[src/rtl/hippo_mem_pkg.sv]
// rtl/hippo_mem_pkg.sv - shared types and byte-merge helper for the hippo memory front-end
package hippo_mem_pkg;

   localparam int RSP_DW = 32;

   typedef enum logic [1:0] {
      IDLE   = 2'd0,
      RMW_RD = 2'd1,
      RMW_WR = 2'd2
   } state_e;

   typedef struct packed {
      logic [RSP_DW-1:0] rdata;
      logic              err;
   } rsp_t;

   // Per byte lane: take the new byte where enabled, otherwise keep the old one.
   function automatic logic [RSP_DW-1:0] byte_merge(
      input logic [RSP_DW-1:0]   wr_data,
      input logic [RSP_DW-1:0]   rd_data,
      input logic [RSP_DW/8-1:0] be
   );
      logic [RSP_DW-1:0] res;
      for (int i = 0; i < RSP_DW/8; i++) begin
         res[i*8 +: 8] = be[i] ? wr_data[i*8 +: 8] : rd_data[i*8 +: 8];
      end
      return res;
   endfunction

endpackage

[src/rtl/hippo_rsp_fifo.sv]
// rtl/hippo_rsp_fifo.sv - 2-entry fall-through response FIFO
module hippo_rsp_fifo
   import hippo_mem_pkg::*;
(
   input  logic       clk_i,
   input  logic       rst_ni,
   input  logic       push_i,
   input  rsp_t       push_data_i,
   input  logic       pop_i,
   output logic       valid_o,
   output rsp_t       data_o,
   output logic [1:0] count_o
);

   rsp_t [1:0] mem_q, mem_d;
   logic       wr_ptr_q, wr_ptr_d;
   logic       rd_ptr_q, rd_ptr_d;
   logic [1:0] count_q, count_d;
   logic       pop_en, bypass, store, deq;

   always_comb begin
      valid_o  = (count_q != 2'd0) || push_i;
      data_o   = (count_q != 2'd0) ? mem_q[rd_ptr_q] : push_data_i;
      pop_en   = pop_i && valid_o;
      // An empty FIFO hands a same-cycle push straight to the consumer.
      bypass   = (count_q == 2'd0) && pop_en;
      store    = push_i && !bypass;
      deq      = pop_en && (count_q != 2'd0);
      mem_d    = mem_q;
      wr_ptr_d = wr_ptr_q;
      rd_ptr_d = rd_ptr_q;
      if (store) begin
         mem_d[wr_ptr_q] = push_data_i;
         wr_ptr_d        = ~wr_ptr_q;
      end
      if (deq) begin
         rd_ptr_d = ~rd_ptr_q;
      end
      count_d = count_q + {1'b0, store} - {1'b0, deq};
   end

   assign count_o = count_q;

   always_ff @(posedge clk_i or negedge rst_ni) begin
      if (!rst_ni) begin
         mem_q    <= '0;
         wr_ptr_q <= 1'b0;
         rd_ptr_q <= 1'b0;
         count_q  <= 2'd0;
      end else begin
         mem_q    <= mem_d;
         wr_ptr_q <= wr_ptr_d;
         rd_ptr_q <= rd_ptr_d;
         count_q  <= count_d;
      end
   end

endmodule

[src/rtl/hippo_mem_ctrl.sv]
// rtl/hippo_mem_ctrl.sv - request/response front-end with RMW for partial writes to a single-port BRAM
module hippo_mem_ctrl
   import hippo_mem_pkg::*;
#(
   parameter int DATA_WIDTH = RSP_DW,
   parameter int DEPTH      = 1024,
   parameter int ADDR_WIDTH = 32
) (
   input  logic                     clk_i,
   input  logic                     rst_ni,
   input  logic                     req_valid_i,
   output logic                     req_ready_o,
   input  logic                     req_we_i,
   input  logic [ADDR_WIDTH-1:0]    req_addr_i,
   input  logic [DATA_WIDTH/8-1:0]  req_be_i,
   input  logic [DATA_WIDTH-1:0]    req_wdata_i,
   output logic                     rsp_valid_o,
   input  logic                     rsp_ready_i,
   output logic [DATA_WIDTH-1:0]    rsp_rdata_o,
   output logic                     rsp_err_o,
   output logic [$clog2(DEPTH)-1:0] mem_addr_o,
   output logic                     mem_we_o,
   output logic [DATA_WIDTH-1:0]    mem_wdata_o,
   input  logic [DATA_WIDTH-1:0]    mem_rdata_i
);

   localparam int MEM_AW = $clog2(DEPTH);
   localparam int OFF_W  = $clog2(DATA_WIDTH/8);
   localparam int BE_W   = DATA_WIDTH/8;

   state_e                state_q, state_d;
   logic                  en_q, en_d;
   logic [MEM_AW-1:0]     idx_q, idx_d;
   logic [BE_W-1:0]       be_q, be_d;
   logic [DATA_WIDTH-1:0] wdata_q, wdata_d;
   logic [DATA_WIDTH-1:0] merged_q, merged_d;
   logic                  pend_q, pend_d;
   logic                  pend_rd_q, pend_rd_d;
   logic                  pend_err_q, pend_err_d;

   logic [ADDR_WIDTH-1:0] word_idx;
   logic                  err_dec;
   logic                  inflight;
   logic                  accept;
   logic [1:0]            fifo_count;
   logic                  push;
   rsp_t                  push_data;
   rsp_t                  rsp;

   assign word_idx = req_addr_i >> OFF_W;
   assign err_dec  = (req_addr_i[OFF_W-1:0] != '0) || (word_idx >= ADDR_WIDTH'(DEPTH));
   assign inflight = pend_q || (state_q != IDLE);
   // en_q keeps ready low while reset is held and for the first cycle after it.
   assign req_ready_o = en_q && (state_q == IDLE) &&
                        (({1'b0, fifo_count} + {2'b00, inflight}) < 3'd2);
   assign accept = req_valid_i && req_ready_o;

   always_comb begin
      state_d     = state_q;
      en_d        = 1'b1;
      idx_d       = idx_q;
      be_d        = be_q;
      wdata_d     = wdata_q;
      merged_d    = merged_q;
      pend_d      = 1'b0;
      pend_rd_d   = 1'b0;
      pend_err_d  = 1'b0;
      mem_addr_o  = '0;
      mem_we_o    = 1'b0;
      mem_wdata_o = '0;
      push        = pend_q;
      push_data.rdata = pend_rd_q ? mem_rdata_i : '0;
      push_data.err   = pend_err_q;

      unique case (state_q)
         IDLE: begin
            if (accept) begin
               pend_d = 1'b1;
               if (err_dec) begin
                  pend_err_d = 1'b1;
               end else if (!req_we_i) begin
                  mem_addr_o = word_idx[MEM_AW-1:0];
                  pend_rd_d  = 1'b1;
               end else if (&req_be_i) begin
                  mem_addr_o  = word_idx[MEM_AW-1:0];
                  mem_we_o    = 1'b1;
                  mem_wdata_o = req_wdata_i;
               end else if (req_be_i != '0) begin
                  // Partial write: issue the read now, ack comes from RMW_WR instead.
                  mem_addr_o = word_idx[MEM_AW-1:0];
                  pend_d     = 1'b0;
                  idx_d      = word_idx[MEM_AW-1:0];
                  be_d       = req_be_i;
                  wdata_d    = req_wdata_i;
                  state_d    = RMW_RD;
               end
            end
         end
         RMW_RD: begin
            mem_addr_o = idx_q;
            merged_d   = byte_merge(wdata_q, mem_rdata_i, be_q);
            state_d    = RMW_WR;
         end
         RMW_WR: begin
            mem_addr_o      = idx_q;
            mem_we_o        = 1'b1;
            mem_wdata_o     = merged_q;
            push            = 1'b1;
            push_data.rdata = '0;
            push_data.err   = 1'b0;
            state_d         = IDLE;
         end
         default: state_d = IDLE;
      endcase
   end

   always_ff @(posedge clk_i or negedge rst_ni) begin
      if (!rst_ni) begin
         state_q    <= IDLE;
         en_q       <= 1'b0;
         idx_q      <= '0;
         be_q       <= '0;
         wdata_q    <= '0;
         merged_q   <= '0;
         pend_q     <= 1'b0;
         pend_rd_q  <= 1'b0;
         pend_err_q <= 1'b0;
      end else begin
         state_q    <= state_d;
         en_q       <= en_d;
         idx_q      <= idx_d;
         be_q       <= be_d;
         wdata_q    <= wdata_d;
         merged_q   <= merged_d;
         pend_q     <= pend_d;
         pend_rd_q  <= pend_rd_d;
         pend_err_q <= pend_err_d;
      end
   end

   hippo_rsp_fifo u_rsp_fifo (
      .clk_i       (clk_i),
      .rst_ni      (rst_ni),
      .push_i      (push),
      .push_data_i (push_data),
      .pop_i       (rsp_ready_i),
      .valid_o     (rsp_valid_o),
      .data_o      (rsp),
      .count_o     (fifo_count)
   );

   assign rsp_rdata_o = rsp.rdata;
   assign rsp_err_o   = rsp.err;

endmodule

[config.mk]
export PLATFORM = sky130hd
export DESIGN_NAME = hippo_mem_ctrl
export DESIGN_NICKNAME = d
export VERILOG_FILES = /design/src/rtl/hippo_mem_pkg.sv /design/src/rtl/hippo_rsp_fifo.sv /design/src/rtl/hippo_mem_ctrl.sv
export SDC_FILE = /design/constraint.sdc
export NUM_CORES = 1
export LEC_CHECK = 0
export ABC_AREA = 1
export BUFFER_PORTS_ARGS = -buffer_cell sky130_fd_sc_hd__buf_2
export CORE_UTILIZATION = 50
export CTS_BUF_LIST = sky130_fd_sc_hd__clkbuf_8
export DETAILED_ROUTE_END_ITERATION = 10
export GPL_ROUTABILITY_DRIVEN = 0
export PLACE_DENSITY_LB_ADDON = 0.25
export SETUP_SLACK_MARGIN = 0.15
export SYNTH_ARGS = -nofsm -noshare
export SYNTH_HDL_FRONTEND = slang
export SYNTH_SLANG_ARGS = --single-unit
[constraint.sdc]
create_clock -name clk_i -period 3.2 [get_ports clk_i]
set_input_delay 0.16 -clock clk_i [delete_from_list [all_inputs] [get_ports clk_i]]
set_output_delay 0.16 -clock clk_i [all_outputs]
set_load 0.02 [all_outputs]
# After elaboration in Yosys (flattened, before gate mapping)
# Cells that the tools add are included.
[op_classes]
bitwise_logic = 4
reduce_logical = 22
n_lt_le_gt_ge = 5
n_addsub = 3
n_mux = 48
eq_ne = 7
[ops]
columns = ["cell", "n"]
rows = [
  ["33-bit two-way mux", 5],
  ["32-bit two-way mux", 5],
  ["66-bit bitwise mux", 1],
  ["32-bit case mux with 2 select lines", 1],
  ["10-bit two-way mux", 5],
  ["33-bit demux with 1-bit select", 1],
  ["8-bit two-way mux", 4],
  ["30-bit by 11-bit >= comparator with 1-bit output, second input constant", 1],
  ["10-bit case mux with 2 select lines", 1],
  ["1-bit two-way mux", 18],
  ["2-bit two-way mux", 5],
  ["1-bit logical AND", 8],
  ["2-bit != test, second input constant", 4],
  ["6-bit AND reduction", 1],
  ["2-bit nonzero test", 3],
  ["5-bit AND reduction", 1],
  ["2-bit zero test", 2],
  ["1-bit by 2-bit less-than comparator with 1-bit output, second input constant", 2],
  ["1-bit inverter", 4],
  ["2-bit case mux with 2 select lines", 1],
  ["4-bit AND reduction", 1],
  ["4-bit nonzero test", 1],
  ["2-bit by 1-bit adder with 3-bit output", 1],
  ["1-bit logical OR", 3],
  ["10 further kinds", 10],
]
[totals]
in_bits = 105
ff_bits = 154
out_inout_bits = 78
word_cells = 105

# Logic depth before layout (Yosys ltp)
[logic_depth]
ltp_word = 9
mapped_depth = 11
depth_no_buf = 10

# Cells and area by module
# A second synthesis with hierarchy kept.
[hier_totals]
cells_unflattened = 1157
hier_area_um2 = 8446.9
[modules_own_cells]
columns = ["mod", "cells_each", "seq_area_each_um2", "n_inst", "area_each_um2"]
rows = [
  ["hippo_mem_ctrl", 661, 2102.0, 1, 4684.5],
  ["hippo_rsp_fifo", 496, 1751.7, 1, 3762.4],
]

# Worst setup path before layout
# Ideal clock, no wire load.
[synth_path]
kind = "flip-flop to output port"
start = "register state_q[0]"
end = "output mem_wdata_o[0]"
path_stages_with_launch = 10
path_buffers = 1
setup_slack_ns = 1.284
required_time_ns = 3.040
arrival_time_ns = 1.756
cell_sequence = "dfrtp_1 inv_1 ha_1 nand2_1 nor2_2 nand3_2 nor3_1 nand2_1 buf_2 o21ai_1"
[synth_via]
elab_chain_cells = 8
word_cells_on_any_way = 11
cone_classes = "1 x add/sub; 1 x order compare; 1 x eq/ne; 2 x mux; 6 x reduce/logical"
[synth_rtl]
columns = ["element", "line", "text"]
rows = [
  ["from (decl)", "hippo_mem_ctrl.sv:31", "state_e state_q, state_d;"],
  ["from (signal assigned)", "hippo_mem_ctrl.sv:129", "state_q <= state_d;"],
  ["2-bit nonzero test", "hippo_mem_ctrl.sv:52", "assign inflight = pend_q || (state_q != IDLE);"],
  ["1-bit logical OR", "hippo_mem_ctrl.sv:52", ""],
  ["2-bit by 1-bit adder with 3-bit output", "hippo_mem_ctrl.sv:55", "(({1'b0, fifo_count} + {2'b00, inflight}) < 3'd2);"],
  ["3-bit by 2-bit less-than comparator with 1-bit output", "hippo_mem_ctrl.sv:55", ""],
  ["1-bit logical AND", "hippo_mem_ctrl.sv:54", "assign req_ready_o = en_q && (state_q == IDLE) &&"],
  ["1-bit logical AND", "hippo_mem_ctrl.sv:56", "assign accept = req_valid_i && req_ready_o;"],
  ["32-bit two-way mux", "hippo_mem_ctrl.sv:77", "if (accept) begin"],
  ["32-bit case mux with 2 select lines (*)", "hippo_mem_ctrl.sv:75", "unique case (state_q)"],
  ["to (decl)", "hippo_mem_ctrl.sv:23", "output logic [DATA_WIDTH-1:0] mem_wdata_o,"],
]
# Every way passes the cells marked *; elsewhere a longest branch is shown, timed or not.

# Worst setup path after layout
[layout_path]
start = "register state_q[0]"
end = "output mem_wdata_o[1]"
# The elaborated chain is that of the path after synthesis.

==> results.ini <==
[critical_path]
cpLargestDelayFamily = simple AND/OR/NAND/NOR gates
path_cells = inv_1, ha_1, nand2_1, nor2_2, nand3_4, nor3_1, nand2_2, buf_4, o21ai_1, buf_2
critPathKind = reg -> out
critPathArrivalTime_ps = 2760
slowest_delay_ps = 420
endpoint_kind = output port
worst_path_max_delay_cell = dfrtp_1
worstPathMaxFanout = 24
cp-start-kind = flip-flop
critPathBufInv = 3
crit_required_ps = 3040

[synth]
synthAdderAreaFrac_pct = 1.09
yosys_warnings = 0
synth_mux_area_share_pct = 0
syn-mean-instance-area_um2 = 7.27
synth_top_family_by_area = simple AND/OR/NAND/NOR gates
synth_xor_area_share_pct = 0.328
synth-async-reset-ratio_pct = 100
yosys.area_share.simple_pct = 27.2
synth_cell_types = 30
synth_nets = 1213
synthFlopType = dfrtp_1
synth_area_mm2 = 0.00801
synth_edf_count = 0
synth_seq_area_share_pct = 48.1
netlist_instances = 1101
synth_compound_gate_area_share_pct = 14.7
ys_seq_elements = 154

[sta]
report.final.slew_viol_count = 0
hold_viol = 0
fin_setup_tns_ps = 0
period_needed_ps = 2920
max_freq_mhz = 343
setup_viol = 0
fin_crit_sh_pct = 91.2
tightest_slew_ps = 839
fin_hold_ws_ps = 22.9
layout_setup_ws_ps = 281
rsz0062_at_grt = true
skew_ps = 11.9
maxSlewHeadroom_pct = 44.1

[power]
power.leakage_nw = 5.24
power_density_mw_per_mm2 = 559
total_power_w = 0.00552
peakVddDrop_mv = 0.312

[floorplan]
core.rowCount = 45
core_mm2 = 0.0154
dieArea_mm2 = 0.0165
io_pins = 183
start_util_pct = 51.9
die_h_um = 129
dieWidth_um = 129

[detailed_routing]
drt-pass1-iter-count = 4
drc = 0
via_per_inst = 5.03
antenna_left = 0
drtIter0Drc = 610
wl_mm = 21.6
vias = 7624
wl_per_cell_um = 14.2

[clocking]
clk_pin_slew_worst_paths_ps = 80
cts_root_buffer = clkbuf_8
cts_tree = done
cts_sinks = 154
htree_levels = 4
cts_buffers = 17
cts_buffer_depth = 2
clk_latency_ps = 460

[outcome]
outcome = finished clean

[placement]
place_hpwl_mm = 14.4
portBuffers = 182
preCtsSetupSlack_ps = 667

[finish]
seq_area_mm2 = 0.00385
finish.net_count = 1403
finish.utilization_pct = 64.0
drive_above_1_share_pct = 18.3
multi_input_area_mm2 = 0.00350
area_delta_synth_final_pct = 23.3
fillers = 1392

[hold_path]
hold_class = in -> reg

[global_route]
antenna_found_initial = 2
overflow = 0
grt_pass1_vias = 7281
grt_pass1_wl_mm = 35.5
grtUsageTotal_pct = 27.6
grt_max_degree = 91

[flow_run]
maxCapViolCount = 0

==> final timing paths <==
kind | start | end | slack (ps) | depth (start not counted)
setup / recovery | state_q[0]$_DFFE_PN0P_ | mem_wdata_o[1] | 280 | 10
min in group asynchronous | rst_ni | merged_q[11]$_DFFE_PN0N_ | 330 | 2
hold / removal | req_wdata_i[22] | wdata_q[22]$_DFFE_PN0P_ | 20 | 3
max in group asynchronous | rst_ni | u_rsp_fifo.mem_q[28]$_DFFE_PN0P_ | 1990 | 3
hold reg to reg | u_rsp_fifo.mem_q[28]$_DFFE_PN0P_ | u_rsp_fifo.mem_q[28]$_DFFE_PN0P_ | 470 | 2
setup reg to reg | state_q[0]$_DFFE_PN0P_ | u_rsp_fifo.mem_q[46]$_DFFE_PN0P_ | 930 | 8
==> cell usage in the layout, fill, tap and decap left out, drive strengths merged, types with 6 or more instances in the layout <==
master	netlist	routed
buf	42	195
o21a	32	32
nand2	411	411
clkbuf	29	23
dlygate4sd3	0	47
ha	7	7
clkinv	0	6
inv	91	92
nand3	41	41
o21ai	142	142
a21oi	43	43
dfrtp	154	154
nor2	98	98
==> cells in the mapped netlist (8+ instances only) <==
cell | instances | area, µm²
clkbuf_1 | 28 | 105
o21a_1 | 32 | 240
a21oi_1 | 42 | 210
nand3_1 | 40 | 200
nor2_1 | 93 | 349
buf_4 | 8 | 60.1
buf_2 | 24 | 120
buf_1 | 9 | 33.8
dfrtp_1 | 154 | 3850
o21ai_1 | 53 | 265
nand2_1 | 410 | 1540
o21ai_0 | 89 | 445
inv_1 | 89 | 334
==> routing by layer <==
layer	GRT usage (%)	routed length, µm	vias up	part of all wire [%]
met2	43.7	9940	220	46
met4	10.2	513	0	2.4
li1	-	-	3825	-
met5	0	0	-	0
met1	38.7	10200	3542	47
met3	4.16	937	37	4.3
==> sequential cells by signal, summed over array words and instances, names as in the netlist, 2 cells and up <==
signal	count
state_q	2
wdata_q	32
idx_q	10
u_rsp_fifo.mem_q	66
u_rsp_fifo.count_o	2
be_q	4
merged_q	32
==> tightest hold or removal path: cells and delay by family <==
family / cells / cell delay [ps]
simple gates: 2 / 170
buf+inv: 1 / 110
==> cell families (layout without fill, tap and decap cells) <==
family          count (synthesis)  after routing
simple gates                  556            556
flops                         154            154
xor+xnor                        3              3
other cells                     1              3
buf+inv                       162            364
compound gates                218            218
fa+ha+maj                       7              7
==> through the flow <==
stage | instances | instance area, µm²
finish | 1516 | 9880
global route | 1516 | 9880
CTS | 1514 | 9860
detailed placement | 1436 | 9000
global placement | 1436 | 9000
floorplan | 1101 | 8010
==> repair_timing <==
item                       4_1_cts  5_1_grt
hold buffers                    47        0
hold endpoints to repair       135        0
buffers inserted                 0        0
setup endpoints to repair        0       29
resized for setup                0        4
==> area by class of cell <==
type,instances,area share [%]
tap,211,2.67
inverter,91,3.46
timing repair buffer,242,15.4
antenna,2,0.0507
multi-input combinational,785,35.5
sequential,154,39.0
clock buffer,23,3.21
clock inverter,8,0.684
==> power by group <==
part	total [W]	internal, W	leakage (nW)	switching [W]
Combinational	0.00182	0.000600	2.98	0.00122
Clock	0.00143	0.000727	0.209	0.000699
Sequential	0.00228	0.00217	2.04	0.000109
Note: power is estimated with default switching activity, not from simulation.
